`src/rtl/core_inst_seq.sv`:
```
// core_inst_seq: sequences one layer tile on the core inst bus.
// Phases: weight fetch into L0, kernel load, activation fetch + execute, psum drain.
// Ports: clk/reset; start, w_base/a_base/p_base/len/acc_en (sampled on start);
//        L0_full/ofifo_valid from core; inst (34b) to core; busy, done status.
module core_inst_seq #(
  parameter int col = 8,
  parameter int row = 8,
  parameter int aw  = 11
) (
  input  logic          clk,
  input  logic          reset,
  input  logic          start,
  input  logic [aw-1:0] w_base,
  input  logic [aw-1:0] a_base,
  input  logic [aw-1:0] p_base,
  input  logic [aw-1:0] len,
  input  logic          acc_en,
  input  logic          L0_full,
  input  logic          ofifo_valid,
  output logic [33:0]   inst,
  output logic          busy,
  output logic          done
);

  localparam int            CW     = $clog2(col + row + 1);
  localparam logic [aw-1:0] COL_N  = aw'(col);
  localparam logic [33:0]   IDLE_W = 34'h1_800C_0000;  // both SRAMs CEN=1, WEN=1

  typedef enum logic [2:0] {
    S_IDLE, S_WFETCH, S_KLOAD, S_KWAIT, S_AFETCH, S_DRAIN, S_FIN
  } state_t;

  state_t        state_q, state_d;
  logic [CW-1:0] cnt_q, cnt_d;
  logic [aw-1:0] w_base_q, w_base_d, a_base_q, a_base_d, p_base_q, p_base_d;
  logic [aw-1:0] len_q, len_d;
  logic          acc_q, acc_d;
  logic [aw-1:0] issued_q, issued_d;      // xmem reads issued in current fetch phase
  logic [aw-1:0] wcnt_q, wcnt_d;          // l0 writes in current fetch phase
  logic          rd_pend_q, rd_pend_d;    // xmem read last cycle -> Q valid now
  logic          skid_q, skid_d;          // word parked in SRAM output register
  logic          full_q;                  // L0_full from previous cycle
  logic          ofv_q;                   // ofifo_valid from previous cycle
  logic          exec_pend_q, exec_pend_d;
  logic [aw-1:0] exec_cnt_q, exec_cnt_d;
  logic [aw-1:0] ofrd_cnt_q, ofrd_cnt_d;
  logic          pw_pend_q, pw_pend_d;    // ofifo_rd last cycle -> pmem write now
  logic [aw-1:0] pw_cnt_q, pw_cnt_d;

  logic          fetch_act, drain_act, q_avail, l0_wr, xrd, ofrd;
  logic [aw-1:0] fetch_n, fetch_base;

  // Flow-control inputs act through their registered copies only, so inst
  // never has a combinational path from L0_full or ofifo_valid.
  assign fetch_act  = (state_q == S_WFETCH) || (state_q == S_AFETCH);
  assign drain_act  = (state_q == S_AFETCH) || (state_q == S_DRAIN);
  assign fetch_n    = (state_q == S_WFETCH) ? COL_N : len_q;
  assign fetch_base = (state_q == S_WFETCH) ? w_base_q : a_base_q;
  assign q_avail    = rd_pend_q | skid_q;
  assign l0_wr      = fetch_act & q_avail & ~full_q;
  // A new read needs an empty skid so the parked word is never overwritten.
  assign xrd        = fetch_act & ~full_q & ~skid_q & (issued_q < fetch_n);
  assign ofrd       = drain_act & ofv_q & (ofrd_cnt_q < len_q);

  assign busy = (state_q != S_IDLE) && (state_q != S_FIN);
  assign done = (state_q == S_FIN);

  always_comb begin
    state_d     = state_q;
    cnt_d       = cnt_q;
    w_base_d    = w_base_q;
    a_base_d    = a_base_q;
    p_base_d    = p_base_q;
    len_d       = len_q;
    acc_d       = acc_q;
    issued_d    = issued_q + aw'(xrd);
    wcnt_d      = wcnt_q + aw'(l0_wr);
    rd_pend_d   = xrd;
    // Q not taken this cycle stays in the SRAM output register.
    skid_d      = fetch_act & q_avail & full_q;
    exec_pend_d = l0_wr & (state_q == S_AFETCH);
    exec_cnt_d  = exec_cnt_q + aw'(exec_pend_q);
    ofrd_cnt_d  = ofrd_cnt_q + aw'(ofrd);
    pw_pend_d   = ofrd;
    pw_cnt_d    = pw_cnt_q + aw'(pw_pend_q);

    unique case (state_q)
      S_IDLE: begin
        cnt_d      = '0;
        issued_d   = '0;
        wcnt_d     = '0;
        exec_cnt_d = '0;
        ofrd_cnt_d = '0;
        pw_cnt_d   = '0;
        if (start) begin
          w_base_d = w_base;
          a_base_d = a_base;
          p_base_d = p_base;
          len_d    = len;
          acc_d    = acc_en;
          // len=0 spends one empty cycle in DRAIN, so done lands two cycles after start.
          state_d  = (len == '0) ? S_DRAIN : S_WFETCH;
        end
      end
      S_WFETCH: begin
        if (wcnt_d == COL_N) begin
          state_d  = S_KLOAD;
          cnt_d    = '0;
          issued_d = '0;
          wcnt_d   = '0;
        end
      end
      S_KLOAD: begin
        cnt_d = cnt_q + 1'b1;
        if (cnt_q == CW'(col - 1)) begin
          state_d = S_KWAIT;
          cnt_d   = '0;
        end
      end
      S_KWAIT: begin
        cnt_d = cnt_q + 1'b1;
        if (cnt_q == CW'(col + row - 1)) begin
          state_d = S_AFETCH;
          cnt_d   = '0;
        end
      end
      S_AFETCH: begin
        if (exec_cnt_d == len_q) state_d = S_DRAIN;
      end
      S_DRAIN: begin
        if (pw_cnt_d == len_q) state_d = S_FIN;
      end
      S_FIN:   state_d = S_IDLE;
      default: state_d = S_IDLE;
    endcase
  end

  always_comb begin
    inst = IDLE_W;
    if (xrd) begin
      inst[19]      = 1'b0;
      inst[7 +: aw] = fetch_base + issued_q;
    end
    inst[2] = l0_wr;
    if (state_q == S_KLOAD) begin
      inst[3] = 1'b1;
      inst[0] = 1'b1;
    end
    if (exec_pend_q) begin
      inst[3] = 1'b1;
      inst[1] = 1'b1;
    end
    inst[6] = ofrd;
    if (pw_pend_q) begin
      inst[33]       = acc_q;
      inst[32]       = 1'b0;
      inst[31]       = 1'b0;
      inst[20 +: aw] = p_base_q + pw_cnt_q;
    end
  end

  always_ff @(posedge clk or posedge reset) begin
    if (reset) begin
      state_q     <= S_IDLE;
      cnt_q       <= '0;
      w_base_q    <= '0;
      a_base_q    <= '0;
      p_base_q    <= '0;
      len_q       <= '0;
      acc_q       <= 1'b0;
      issued_q    <= '0;
      wcnt_q      <= '0;
      rd_pend_q   <= 1'b0;
      skid_q      <= 1'b0;
      full_q      <= 1'b0;
      ofv_q       <= 1'b0;
      exec_pend_q <= 1'b0;
      exec_cnt_q  <= '0;
      ofrd_cnt_q  <= '0;
      pw_pend_q   <= 1'b0;
      pw_cnt_q    <= '0;
    end else begin
      state_q     <= state_d;
      cnt_q       <= cnt_d;
      w_base_q    <= w_base_d;
      a_base_q    <= a_base_d;
      p_base_q    <= p_base_d;
      len_q       <= len_d;
      acc_q       <= acc_d;
      issued_q    <= issued_d;
      wcnt_q      <= wcnt_d;
      rd_pend_q   <= rd_pend_d;
      skid_q      <= skid_d;
      full_q      <= L0_full;
      ofv_q       <= ofifo_valid;
      exec_pend_q <= exec_pend_d;
      exec_cnt_q  <= exec_cnt_d;
      ofrd_cnt_q  <= ofrd_cnt_d;
      pw_pend_q   <= pw_pend_d;
      pw_cnt_q    <= pw_cnt_d;
    end
  end

endmodule

```
`config.mk`:
```
export PLATFORM = sky130hd
export DESIGN_NAME = core_inst_seq
export DESIGN_NICKNAME = d
export VERILOG_FILES = /design/src/rtl/core_inst_seq.sv
export SDC_FILE = /design/constraint.sdc
export NUM_CORES = 1
export LEC_CHECK = 0
export BUFFER_PORTS_ARGS = -buffer_cell sky130_fd_sc_hd__buf_2
export CORE_ASPECT_RATIO = 0.5
export CORE_UTILIZATION = 40
export CTS_CLUSTER_SIZE = 25
export DETAILED_ROUTE_END_ITERATION = 12
export PLACE_DENSITY_LB_ADDON = 0.1
export SYNTH_ARGS = -nofsm -noshare
export SYNTH_HDL_FRONTEND = slang
export SYNTH_SLANG_ARGS = --single-unit
```
`constraint.sdc`:
```
create_clock -name clk -period 4.98 [get_ports clk]
set_clock_uncertainty 0.2 [all_clocks]
set_input_delay 0.996 -clock clk [delete_from_list [all_inputs] [get_ports clk]]
set_output_delay 0.996 -clock clk [all_outputs]
set_load 0.01 [all_outputs]
```
==> impl_metrics.toml <==
[grt]
grt_pass1_vias = 5060
antenna_found_initial = 0
grt_pass1_wl_mm = 25.9
grt_max_degree = 48
grtUsageTotal = 0.188
grt_overflow = 0

[layout]
syn_to_final_growth_pct = 17.1
multi_input_area_mm2 = 0.00392
final_cells = 1034
seqCellArea_mm2 = 0.00285
nFillCells = 1598
drive_gt1_frac = 0.233
diodes = 0
fin_nets = 900

[critical_path]
rr_worst_depth = 14
cpPeakStageDelay_ns = 0.49
cp_slowest_cell = "or3b_4"
worstReg2RegEnd = "wcnt_q[4]"
start_kind = "flop"
r2r_slack_ns = 0.95
cp_common_cell = "a21o_1"
cp_num_cells = 14
r2r_start = "state_q[0]"
cp-endpoint = "inst[17]"
cp-end-kind = "output pin"
cp_data_required_time_ns = 3.78
path_class = "flop to output pin"
cp-startpoint = "state_q[2]"
path_cells = "or3b_4, mux2_2, ha_1, inv_1, fa_1, nor2b_1, o21ai_0, nand2b_1, a21o_1, a21o_1, a31oi_2, mux2i_1, a21oi_1, buf_2"
path_buf_inv = 2
crit_fanout = 10
cp.arrival_ns = 3.54
crit_family = "compound AO/OA/AOI/OAI gates"

[detailed_routing]
drt-total-wl_mm = 16.1
dr.pass1.iters = 5
wire_per_inst_um = 15.6
drcViolationCount = 0
drtAntennaViolNets = 0
initialDrtViolationCount = 202
viasPerCell = 5.10
vias = 5269

[synth]
syn-mean-instance-area_um2 = 9.80
synth_edf_count = 0
netlist_area_mm2 = 0.00701
yosysSeqAreaShare = 0.407
syn_inst = 715
ys_ff_latch = 114
synthArstFlopShare = 1.00
synth-main-ff-cell = "dfrtp_1"
ys_types = 63
ys.warnings.count = 0

[timing]
fin_ws_ns = 0.239
max_slew.worst_pin.slew_ns = 1.14
min_period_over_period = 0.952
drv_slew = 0
hold_violations = 0
setup_viol = 0
finalCriticalPeriod_ns = 4.74
hold_slack_ns = 0.297
slew_headroom = 0.237
max_freq_mhz = 211
fin_tns_setup_ns = 0

[clocking]
cts_buffer_depth = 2
cts_tree = "done"
htreeDepth = 4
clock_latency_ns = 0.41
path_clk_slew_ns = 0.06
cts_root_buf = "clkbuf_16"
cts_hold_buf = 0
numCtsBuffers = 17
cts.sinks = 114

[power]
power_w = 0.00297
vdd_ir_drop_max_v = 0.000248
power_density_mw_per_mm2 = 363
p_leak_nw = 4.10

[status]
outcome = "complete, no violations"

[die]
die_h_um = 95.6
coreArea_mm2 = 0.0168
fp.dieArea_mm2 = 0.0181
io_pins = 86
die_width_um = 189
num_rows = 33
start_util = 0.418

[placement]
placedCellCount = 1000
numPortBuffers = 82
place_congestion = 0.883
place_ws_ns = 0.347
dp_hpwl_mm = 11.7

[min_path]
hold_path_class = "flop to flop"

[flow_run]
max-cap-violations = 0
## state kept, by name, indices dropped and copies added (netlist names), 3 cells and up
| signal | flops |
|---|---|
| a_base_q | 11 |
| exec_cnt_q | 11 |
| issued_q | 11 |
| len_q | 11 |
| ofrd_cnt_q | 11 |
| p_base_q | 11 |
| pw_cnt_q | 11 |
| w_base_q | 11 |
| wcnt_q | 11 |
| cnt_q | 5 |
| state_q | 3 |
## worst min path at each step
| stage | startpoint | end | depth (start not counted) |
|---|---|---|---|
| after floorplan | full_q | exec_pend_q | 1 |
| after global placement | acc_q | acc_q | 1 |
| after detailed placement | acc_q | acc_q | 1 |
| after CTS | acc_q | acc_q | 1 |
| after global routing | acc_q | acc_q | 1 |
| final | acc_q | acc_q | 1 |
## what timing repair did
item,4_1_cts,5_1_grt
pin swaps,0,1
endpoints found under the setup margin,3,3
gates resized for setup,1,3
setup buffers,0,3
## report_power, final
part           switching [W]  internal, W
Sequential          0.000180      0.00104
Clock               0.000437     0.000732
Combinational       0.000295     0.000288
## stage by stage
stage | instance area, um^2 | utilization
after detailed placement | 7600 | 0.454
after global placement | 7600 | 0.454
final | 8200 | 0.489
after global routing | 8200 | 0.489
after floorplan | 7010 | -
after CTS | 8170 | 0.487
## cell usage after synthesis, types with 3 or more instances
master | number | share of area
dfrtp_1 | 114 | 0.41
or3_1 | 3 | 0.0027
and2_1 | 14 | 0.012
nor2_1 | 84 | 0.045
o31ai_1 | 3 | 0.0032
nor3_1 | 19 | 0.014
nand3_1 | 33 | 0.024
or2_2 | 3 | 0.0027
o21ai_0 | 24 | 0.017
clkbuf_1 | 12 | 0.0064
inv_1 | 21 | 0.011
buf_4 | 7 | 0.0075
xnor2_1 | 46 | 0.058
nand4_1 | 6 | 0.0054
ha_1 | 53 | 0.095
a21o_1 | 16 | 0.017
o2111ai_1 | 3 | 0.0038
nand2b_1 | 4 | 0.0036
mux2_2 | 45 | 0.072
buf_2 | 11 | 0.0079
a31oi_1 | 5 | 0.0045
and3_1 | 7 | 0.0062
a21oi_1 | 29 | 0.021
nor2b_1 | 16 | 0.014
nand2_1 | 48 | 0.026
mux2i_1 | 4 | 0.0057
xor2_1 | 30 | 0.037
nor4b_1 | 4 | 0.0050
nor4_1 | 6 | 0.0054
## cell usage in the layout (no fill, tap or decap), types with 16 or more instances in the layout
cell type  Yosys  final
a21o_1        16     16
a21oi_1       29     29
buf_2         11     82
clkbuf_16      0     17
dfrtp_1      114    113
ha_1          53     53
inv_1         21     20
mux2_2        45     45
nand2_1       48     48
nand3_1       33     33
nor2_1        84     84
nor2b_1       16     16
nor3_1        19     18
o21ai_0       24     23
xnor2_1       46     46
xor2_1        30     30
## cell families after synthesis
logic type / Yosys count / share of synthesized area
compound gates: 103 / 0.0943
flops: 114 / 0.407
buf+inv: 55 / 0.0355
simple gates: 258 / 0.180
xor+xnor: 78 / 0.101
mux: 50 / 0.0802
other cells: 2 / 0.00107
fa+ha+maj: 55 / 0.100
## routing by layer
layer,global-route usage,up-vias,share of wire
met1,0.260,2509,0.52
met5,0,-,0
li1,-,2643,-
met2,0.297,100,0.43
met3,0.0372,17,0.034
met4,0.0632,0,0.010
## layout make-up
class / instances / area share
multi-input cells: 547 / 0.478
clock buffers: 22 / 0.0590
inverters: 23 / 0.0108
clock inverters: 9 / 0.00992
repair buffers: 92 / 0.0592
flip-flops and latches: 114 / 0.348
well taps: 227 / 0.0346
Power figures use the tool's default switching activity.
